## config.mk

```make
export PLATFORM = sky130hd
export DESIGN_NAME = mmio_uart_responder
export DESIGN_NICKNAME = d
export VERILOG_FILES = /design/src/rtl/mmio_uart_responder.sv
export SDC_FILE = /design/constraint.sdc
export NUM_CORES = 1
export LEC_CHECK = 0
export CAP_MARGIN = 30
export CORE_MARGIN = 5
export CORE_UTILIZATION = 49
export CTS_CLUSTER_DIAMETER = 200
export CTS_CLUSTER_SIZE = 25
export DETAILED_ROUTE_END_ITERATION = 10
export GPL_TIMING_DRIVEN = 0
export PLACE_DENSITY_LB_ADDON = 0.1
export SYNTH_ARGS = -nofsm -noshare
export SYNTH_HDL_FRONTEND = slang
export SYNTH_SLANG_ARGS = --single-unit
```

## constraint.sdc

```tcl
create_clock -name clk -period 2.9 [get_ports clk]
set_input_delay 0.29 -clock clk [delete_from_list [all_inputs] [get_ports clk]]
set_output_delay 0.29 -clock clk [all_outputs]
set_load 0.01 [all_outputs]
```

## src/rtl/mmio_uart_responder.sv

```systemverilog
// rtl/mmio_uart_responder.sv - MMIO UART TX FIFO/serializer, synchronized input port and baud divisor
// Read data is combinational so it can be muxed against data RAM in the same MEM cycle.
module mmio_uart_responder #(
  parameter logic [31:0] BASE_ADDR   = 32'h1001_0100,
  parameter int          FIFO_DEPTH  = 8,
  parameter logic [15:0] DEFAULT_DIV = 16'd433
) (
  input  logic        clk,
  input  logic        reset,
  input  logic [31:0] Address,
  input  logic [31:0] WriteData,
  input  logic        MemWrite,
  input  logic        MemRead,
  input  logic [7:0]  PortIn,
  output logic [31:0] ReadData,
  output logic        Hit,
  output logic        TxD,
  output logic        TxBusy
);

  localparam int PW = $clog2(FIFO_DEPTH);
  localparam int CW = PW + 1;

  typedef enum logic [1:0] {S_IDLE, S_START, S_DATA, S_STOP} state_t;

  state_t      state_q;
  logic [15:0] div_q;
  logic [2:0]  bit_q;
  logic [7:0]  shift_q;
  logic        txd_q;

  logic [7:0]    mem_q [FIFO_DEPTH];
  logic [PW-1:0] head_q, tail_q;
  logic [CW-1:0] count_q, count_d;

  logic [15:0] baud_q;
  logic        ovf_q;
  logic        chg_q;
  logic [7:0]  sync1_q, sync2_q, prev_q;

  logic       wr_hit, rd_hit;
  logic [1:0] off;
  logic       full, empty;
  logic       push_req, push, pop;
  logic [7:0] head_data;
  logic [31:0] status;
  logic       unused_bits;

  assign Hit    = (Address[31:4] == BASE_ADDR[31:4]) && (MemRead || MemWrite);
  assign wr_hit = Hit && MemWrite;
  assign rd_hit = Hit && MemRead;
  assign off    = Address[3:2];
  assign unused_bits = ^{Address[1:0], WriteData[31:16]};

  assign full      = (count_q == CW'(FIFO_DEPTH));
  assign empty     = (count_q == '0);
  assign push_req  = wr_hit && (off == 2'd0);
  assign push      = push_req && !full;
  assign head_data = mem_q[head_q];

  // The serializer takes the head whenever a frame can start: from idle, or at the last stop-bit cycle.
  assign pop = !empty && ((state_q == S_IDLE) || ((state_q == S_STOP) && (div_q == 16'd0)));

  assign TxD    = txd_q;
  assign TxBusy = (state_q != S_IDLE) || !empty;

  assign status = {16'd0, 8'(count_q), 3'd0, ovf_q, chg_q, empty, full, TxBusy};

  always_comb begin
    ReadData = 32'd0;
    if (rd_hit) begin
      case (off)
        2'd1:    ReadData = status;
        2'd2:    ReadData = {24'd0, sync2_q};
        2'd3:    ReadData = {16'd0, baud_q};
        default: ReadData = 32'd0;
      endcase
    end
  end

  always_comb begin
    count_d = count_q;
    if (push && !pop)      count_d = count_q + 1'b1;
    else if (pop && !push) count_d = count_q - 1'b1;
  end

  always_ff @(posedge clk) begin
    if (push) mem_q[tail_q] <= WriteData[7:0];
  end

  always_ff @(posedge clk or posedge reset) begin
    if (reset) begin
      head_q  <= '0;
      tail_q  <= '0;
      count_q <= '0;
    end else begin
      if (push) tail_q <= tail_q + 1'b1;
      if (pop)  head_q <= head_q + 1'b1;
      count_q <= count_d;
    end
  end

  always_ff @(posedge clk or posedge reset) begin
    if (reset) begin
      baud_q <= DEFAULT_DIV;
      ovf_q  <= 1'b0;
    end else begin
      if (wr_hit && (off == 2'd3)) baud_q <= WriteData[15:0];
      if (push_req && full)                 ovf_q <= 1'b1;
      else if (wr_hit && (off == 2'd1))     ovf_q <= 1'b0;
    end
  end

  // A new change edge beats a simultaneous PORTIN read so no transition is ever lost.
  always_ff @(posedge clk or posedge reset) begin
    if (reset) begin
      sync1_q <= 8'd0;
      sync2_q <= 8'd0;
      prev_q  <= 8'd0;
      chg_q   <= 1'b0;
    end else begin
      sync1_q <= PortIn;
      sync2_q <= sync1_q;
      prev_q  <= sync2_q;
      if (sync2_q != prev_q)              chg_q <= 1'b1;
      else if (rd_hit && (off == 2'd2))   chg_q <= 1'b0;
    end
  end

  always_ff @(posedge clk or posedge reset) begin
    if (reset) begin
      state_q <= S_IDLE;
      div_q   <= 16'd0;
      bit_q   <= 3'd0;
      shift_q <= 8'd0;
      txd_q   <= 1'b1;
    end else begin
      case (state_q)
        S_IDLE: begin
          txd_q <= 1'b1;
          if (pop) begin
            shift_q <= head_data;
            div_q   <= baud_q;
            txd_q   <= 1'b0;
            state_q <= S_START;
          end
        end
        S_START: begin
          if (div_q == 16'd0) begin
            div_q   <= baud_q;
            bit_q   <= 3'd0;
            txd_q   <= shift_q[0];
            state_q <= S_DATA;
          end else begin
            div_q <= div_q - 16'd1;
          end
        end
        S_DATA: begin
          if (div_q == 16'd0) begin
            div_q <= baud_q;
            if (bit_q == 3'd7) begin
              txd_q   <= 1'b1;
              state_q <= S_STOP;
            end else begin
              shift_q <= {1'b0, shift_q[7:1]};
              txd_q   <= shift_q[1];
              bit_q   <= bit_q + 3'd1;
            end
          end else begin
            div_q <= div_q - 16'd1;
          end
        end
        S_STOP: begin
          if (div_q == 16'd0) begin
            if (pop) begin
              shift_q <= head_data;
              div_q   <= baud_q;
              txd_q   <= 1'b0;
              state_q <= S_START;
            end else begin
              txd_q   <= 1'b1;
              state_q <= S_IDLE;
            end
          end else begin
            div_q <= div_q - 16'd1;
          end
        end
        default: begin
          txd_q   <= 1'b1;
          state_q <= S_IDLE;
        end
      endcase
    end
  end

endmodule

```

Word-level counts from Yosys, hierarchy flattened. Memory sizes are Yosys's and may differ from the RTL's. Index checks and enable logic that the tools add are counted.

Bits of input ports: 76. Output and inout bits: 35. Memories: 1. Register bits after elaboration: 82. Logic and storage cells: 108. Memory bits (writable): 64.

Add/sub/neg operators: 6. Reductions and logical operators: 35. Equal/unequal tests: 16. Muxes and demuxes: 36.

Memories: mem_q (words 8, bits a word 8, rd ports 1, clocked after Yosys merged registers in 0, wr ports 1, line 32) `logic [7:0] mem_q [FIFO_DEPTH];`.

Operators with widths (count): $pmux W16 S3 (2); $mux W16 (4); $mux W8 (4); $eq A28 B25 Y1 const B (1); $pmux W8 S3 (1); $logic_not A16 Y1 (1); $sub A16 B1 Y16 const B (1); $logic_and A1 B1 Y1 (13); $mux W1 (12); $mux W2 (5); $ne A2 B2 Y1 const B (5); $reduce_bool A2 Y1 (5); $add A3 B1 Y3 const B (3); $mux W3 (3); $eq A2 B2 Y1 const B (4); $mux W4 (2); $ne A8 B8 Y1 (1); $pmux W2 S4 (1); $reduce_and A4 Y1 (2); $pmux W3 S2 (1); $reduce_and A5 Y1 (1); $add A4 B1 Y4 const B (1); $eq A2 B1 Y1 const B (2); $eq A4 B4 Y1 const B (1); 11 further kinds (17).

Logic depth before layout (Yosys ltp).
Depth after elaboration: 9. Gate-level depth with buffers: 13.

Least setup slack after synthesis. No wires, ideal clock.

Path type: reg-to-reg. Start point: register div_q[0]. End point: register count_q[3]. Required time: 2.775 ns. Buffers on the path: 0. Slack: -0.293 ns. Arrival: 3.068 ns. Library setup time: 0.125 ns. Stages on the path, launching flop included: 14. Period minus slack after synthesis: 3.193 ns. Cells stage by stage: dfrtp_1 -> inv_1 -> ha_1 -> or4b_2 -> nor4_1 -> o21ai_1 -> ha_1 -> inv_1 -> ha_1 -> a21o_1 -> a21oi_1 -> xnor2_1 -> nor2_1 -> xor2_1.

Longest elaborated chain between the ends: 7.

Ends and longest elaborated chain: start, declared (line 27) `logic [15:0] div_q;`; start signal, assigned (line 143) `div_q <= baud_q;`; start signal, assigned (line 150) `div_q <= baud_q;`; start signal, assigned (line 155) `div_q <= div_q - 16'd1;`; $logic_not A16 Y1 * (line 62) `assign pop = !empty && ((state_q == S_IDLE) || ((state_q == S_STOP) && (div_q == 16'd0)));`; $logic_and A1 B1 Y1 * (line 62); $logic_or A1 B1 Y1 * (line 62); $logic_and A1 B1 Y1 * (line 62); $logic_not A1 Y1 (line 83) `if (push && !pop) count_d = count_q + 1'b1;`; $logic_and A1 B1 Y1 (line 83); $mux W4 / $reduce_bool A2 Y1 (equally long branches); end signal, assigned (line 99) `count_q <= count_d;`; end, declared (line 34) `logic [CW-1:0] count_q, count_d;`.

Every way passes the cells marked *; elsewhere a longest branch is shown, timed or not. A chain may end at the register's enable or synchronous reset.

Worst setup path in the final report.
Start point: register state_q[0]. End point: register count_q[3].

Longest elaborated chain between the ends: 7.

Ends and longest elaborated chain: start, declared (line 26) `state_t state_q;`; start signal, assigned (line 132) `state_q <= S_IDLE;`; start signal, assigned (line 145) `state_q <= S_START;`; start signal, assigned (line 153) `state_q <= S_DATA;`; $eq A2 B2 Y1 (line 62); $logic_and A1 B1 Y1 (line 62); $logic_or A1 B1 Y1 * (line 62); $logic_and A1 B1 Y1 * (line 62); $logic_not A1 Y1 (line 83); $logic_and A1 B1 Y1 (line 83); $mux W4 / $reduce_bool A2 Y1 (equally long branches).

Marks and branches as above.

==> metrics.md <==
| Metric | Value |
|---|---|
| Wire length of the first global-routing pass | 25.7 mm |
| Cell internal pwr | 3.64 mW |
| Combined area of the multi-input logic cells | around 2800 sq um |
| Iteration-0 DRC Markers | 456 |
| Post-detailed-placement cell area | approximately 8000 sq um |
| Origin of the worst setup path | state_q[0] |
| Clock root buffer master | clkbuf_16 |
| Routed WL per cell | a little under 20 um |
| Cell taking the most area after synthesis | edfxtp_1 |
| Die Footprint | 16500 sq um |
| RSZ-0062 raised after global routing | true |
| HPWL Detailed | 11.4 mm |
| Total CTS buffers | 17 |
| Initial core utilization | approximately half |
| Vertical die dimension | 129 um |
| Number of synthesized register bits | ~150 |
| Worst-case clock buffer depth | 2 |
| Final #Nets | approximately 730 |
| Diode insertion count for antenna repair | 0 |
| Maximum clock rate | between 0.3 and 0.4 GHz |
| Maximum fanout count along the critical path | 4 |
| Clock latency of the later-clocked register in the worst-skew pair | approximately 0.42 ns |
| Ratio of cells with drive above 1 in the final layout | 24.1% |
| Horizontal extent of the die | roughly 130 um |
| Timing endpoint of the critical path | count_q[3] |
| 1st-pass router iterations | 5 |
| Total overflow reported by the global router | 0 |
| Wire length after detailed routing | 16.1 mm |
| Worst R2R Setup Slack | -0.01 ns |
| Clk sink count | roughly 150 |
| Library cells used by synthesis | between 60 and 70 |
| Combinational share of power | between 10% and 20% |
| Design area | approximately 9000 sq um |
| Total count of max-transition violations in the final report | 0 |
| Via Count | approximately 4700 |
| Launching element type of the critical path | flop |
| Final period demand of the worst path | about 2.9 ns |
| Critical path data arrival time | roughly 3.2 ns |
| Peak supply drop | ~0.46 mV |
| Sequential cell area | between 3000 and 4000 sq um |
| Count of maximum capacitance violations | 0 |
| FF-to-FF path depth | 12 |
| Post-Synthesis Cells | about 520 |
| Prevailing post-synth register cell | dfrtp_1 |
| Number of enable-type register cells in the synthesized netlist | 64 |
| RR Startpoint | state_q[0] |
| Residual DRC count | 0 |
| Failing checks | negative setup slack |
| Post-route total power | 4.91 mW |
| Final setup slack of the worst path | -0.0112 ns |
| Most common cell in the synthesized netlist | dfrtp_1 |
| Endpoint kind of the worst setup timing path | flop |
| Final period utilization | 100% |
| Total routing resource utilization after global routing | 20.0% |
| Total negative setup slack | -0.0112 ns |
| Clock H-tree levels | 4 |
| Port bufs | 76 |
| Final setup violation count | 1 |
| Proportion of register bits with asynchronous set or reset after synthesis | between 50% and 60% |
| Layout Utilization | approximately 63% |
| I/O pins | 111 |
| Slew Limit Headroom | a little over two fifths |
| Maximum number of pins on one net before global-route repair | 59 |
| Number of warnings reported in the yosys synthesis log | 0 |
| Sequential area share after synthesis | between 50% and 60% |
| Worst clock skew on the final layout | 0.00739 ns |
| Post-DR vias/cell | ~5.6 |
| Power share of the clock group | approximately 42% |
| Sequential group share of total power | 45.7% |
| Area overhead of the layout relative to synthesis | 26.9% |
| Post-synthesis average cell area | about 13 sq um |
| Total number of placement rows | between 40 and 50 |
| P_sw | between 1 and 1.5 mW |
| Switching fraction of total power | between 20 and 30% |
| Area share of the largest cell type after synthesis | 27.9% |
| Antenna violations before repair | 0 |
| Top cell types by occurrence after synthesis | 76 x dfrtp_1, 64 x edfxtp_1, 35 x nor2_1 |
| WHS | 0.186 ns |
| Required time of the critical path | between 3 and 4 ns |
| Worst hold-check path type | input port to asynchronous set/reset pin |
| Leakage power of the design | 3.50 nW |
| Clock tree from TritonCTS | built |
| Vias in the first global route | ~5000 |
| Cell area after technology mapping | roughly 6900 sq um |
| Fillers | about 1000 |
| End of the worst register-to-register path | count_q[3] |
| Clock slew seen by the registers of the worst setup and hold paths | 0.06 ns |
| Post-detailed-route count of antenna-violating nets | 0 |
| PD cells | between 500 and 600 nW/um^2 |
| Number of hold-slack violations in the final timing report | 0 |
| RD Place Congestion | 0.922 |
| Core Footprint | ~14000 sq um |
| Status | finished, violations left |
| Transition at the pin with the smallest max-transition slack | ~0.85 ns |
| WS Path Type | flop to flop |
| Dominant cells by area after synthesis | edfxtp_1 28%, dfrtp_1 28%, mux4_2 5.2%, mux2_2 4.1%, mux2i_1 3.2% |
[sequential cells by signal (all words and copies together), names as in the netlist]
name / count
TxD: 1
baud_q: 16
bit_q: 3
chg_q: 1
count_q: 4
div_q: 16
head_q: 3
mem_q: 64
ovf_q: 1
prev_q: 8
shift_q: 8
state_q: 2
sync1_q: 8
sync2_q: 8
tail_q: 3
[what timing repair did]
item	CTS	global route
hold buffers	0	0
pin swaps	6	1
setup endpoints to repair	20	76
gates resized for setup	14	10
setup buffers	9	1
[placed cells by master (no fill, tap or decap), drive strengths merged, types with 5 or more instances in the layout]
cell           count
edfxtp            64
nor4b              5
nor2              35
clkbuf            27
a21oi             12
mux2i             22
inv               18
nand3              9
and3               7
ha                13
xnor2             18
clkdlybuf4s50     76
o22ai              7
or4                5
nor4              13
mux4              16
a22oi              6
nand2             24
a211oi             5
buf               41
dfstp              6
dfrtp             76
o21ai             29
nor3               9
conb              16
mux2              33
[metrics by stage]
stage / instances / worst slack [ns]
5_1_grt: 835 / -0.131
3_5_place_dp: 796 / -0.704
2_1_floorplan: 536 / 0.0122
4_1_cts: 835 / 0.00415
6_report: 835 / -0.0112
3_3_place_gp: 792 / -0.809
[layer usage]
| layer | share of wire [%] | vias up | routed length (um) | track usage, % |
|---|---|---|---|---|
| li1 | - | 2199 | - | - |
| met1 | 44 | 2339 | 7130 | 28.0 |
| met2 | 49 | 143 | 7830 | 31.7 |
| met3 | 5.1 | 27 | 812 | 3.86 |
| met4 | 1.8 | 0 | 282 | 6.67 |
| met5 | 0 | - | 0 | 0 |
[area by class of cell]
| cell class | count | share of cell area [%] |
|---|---|---|
| tap | 180 | 2.58 |
| sequential | 146 | 45.5 |
| multi-input combinational | 341 | 32.4 |
| clock buffer | 17 | 4.86 |
| inverter | 9 | 0.415 |
| timing repair buffer | 90 | 10.1 |
| buffer | 37 | 2.52 |
| clock inverter | 15 | 1.57 |
[worst max-delay path, cell delays in order, from the launching register on]
cell and delay, ns:
dfrtp_1 0.39, ha_2 0.23, or4b_2 0.63, nor4_4 0.25, o21ai_4 0.11, ha_4 0.19
inv_2 0.07, ha_1 0.22, a21o_1 0.20, a21oi_2 0.15, xnor2_1 0.14, nor2_1 0.07
xor2_1 0.14
[cells by family (layout without fill, tap and decap cells)]
| family | Yosys count | after routing | share of synthesized area [%] |
|---|---|---|---|
| DFF | 146 | 146 | 57.8 |
| buffers and inverters | 49 | 168 | 3.92 |
| other | 1 | 16 | 0.0544 |
| xor gates and xnor gates | 19 | 19 | 2.41 |
| AOI/OAI and AO/OA | 87 | 87 | 8.37 |
| and+or+nand+nor | 134 | 134 | 10.6 |
| adders and majority gates | 14 | 14 | 2.65 |
| muxes | 71 | 71 | 14.2 |
[worst min path at each step]
stage	end	depth (start not counted)
4_1_cts	prev_q[3]	2
6_report	prev_q[3]	2
2_1_floorplan	sync1_q[0]	0
5_1_grt	sync1_q[0]	2
3_5_place_dp	sync2_q[3]	0
3_3_place_gp	sync2_q[0]	0
[power groups by stage]
stage               clock, mW  combinational (mW)  sequential (mW)
global route             2.21               0.637             2.25
detailed placement          0               0.560             2.28
floorplan                   0               0.359             2.28
global placement            0               0.541             2.28
finish                   2.08               0.584             2.24
CTS                      2.11               0.580             2.24
No activity file was read; power rests on OpenSTA's default activity.
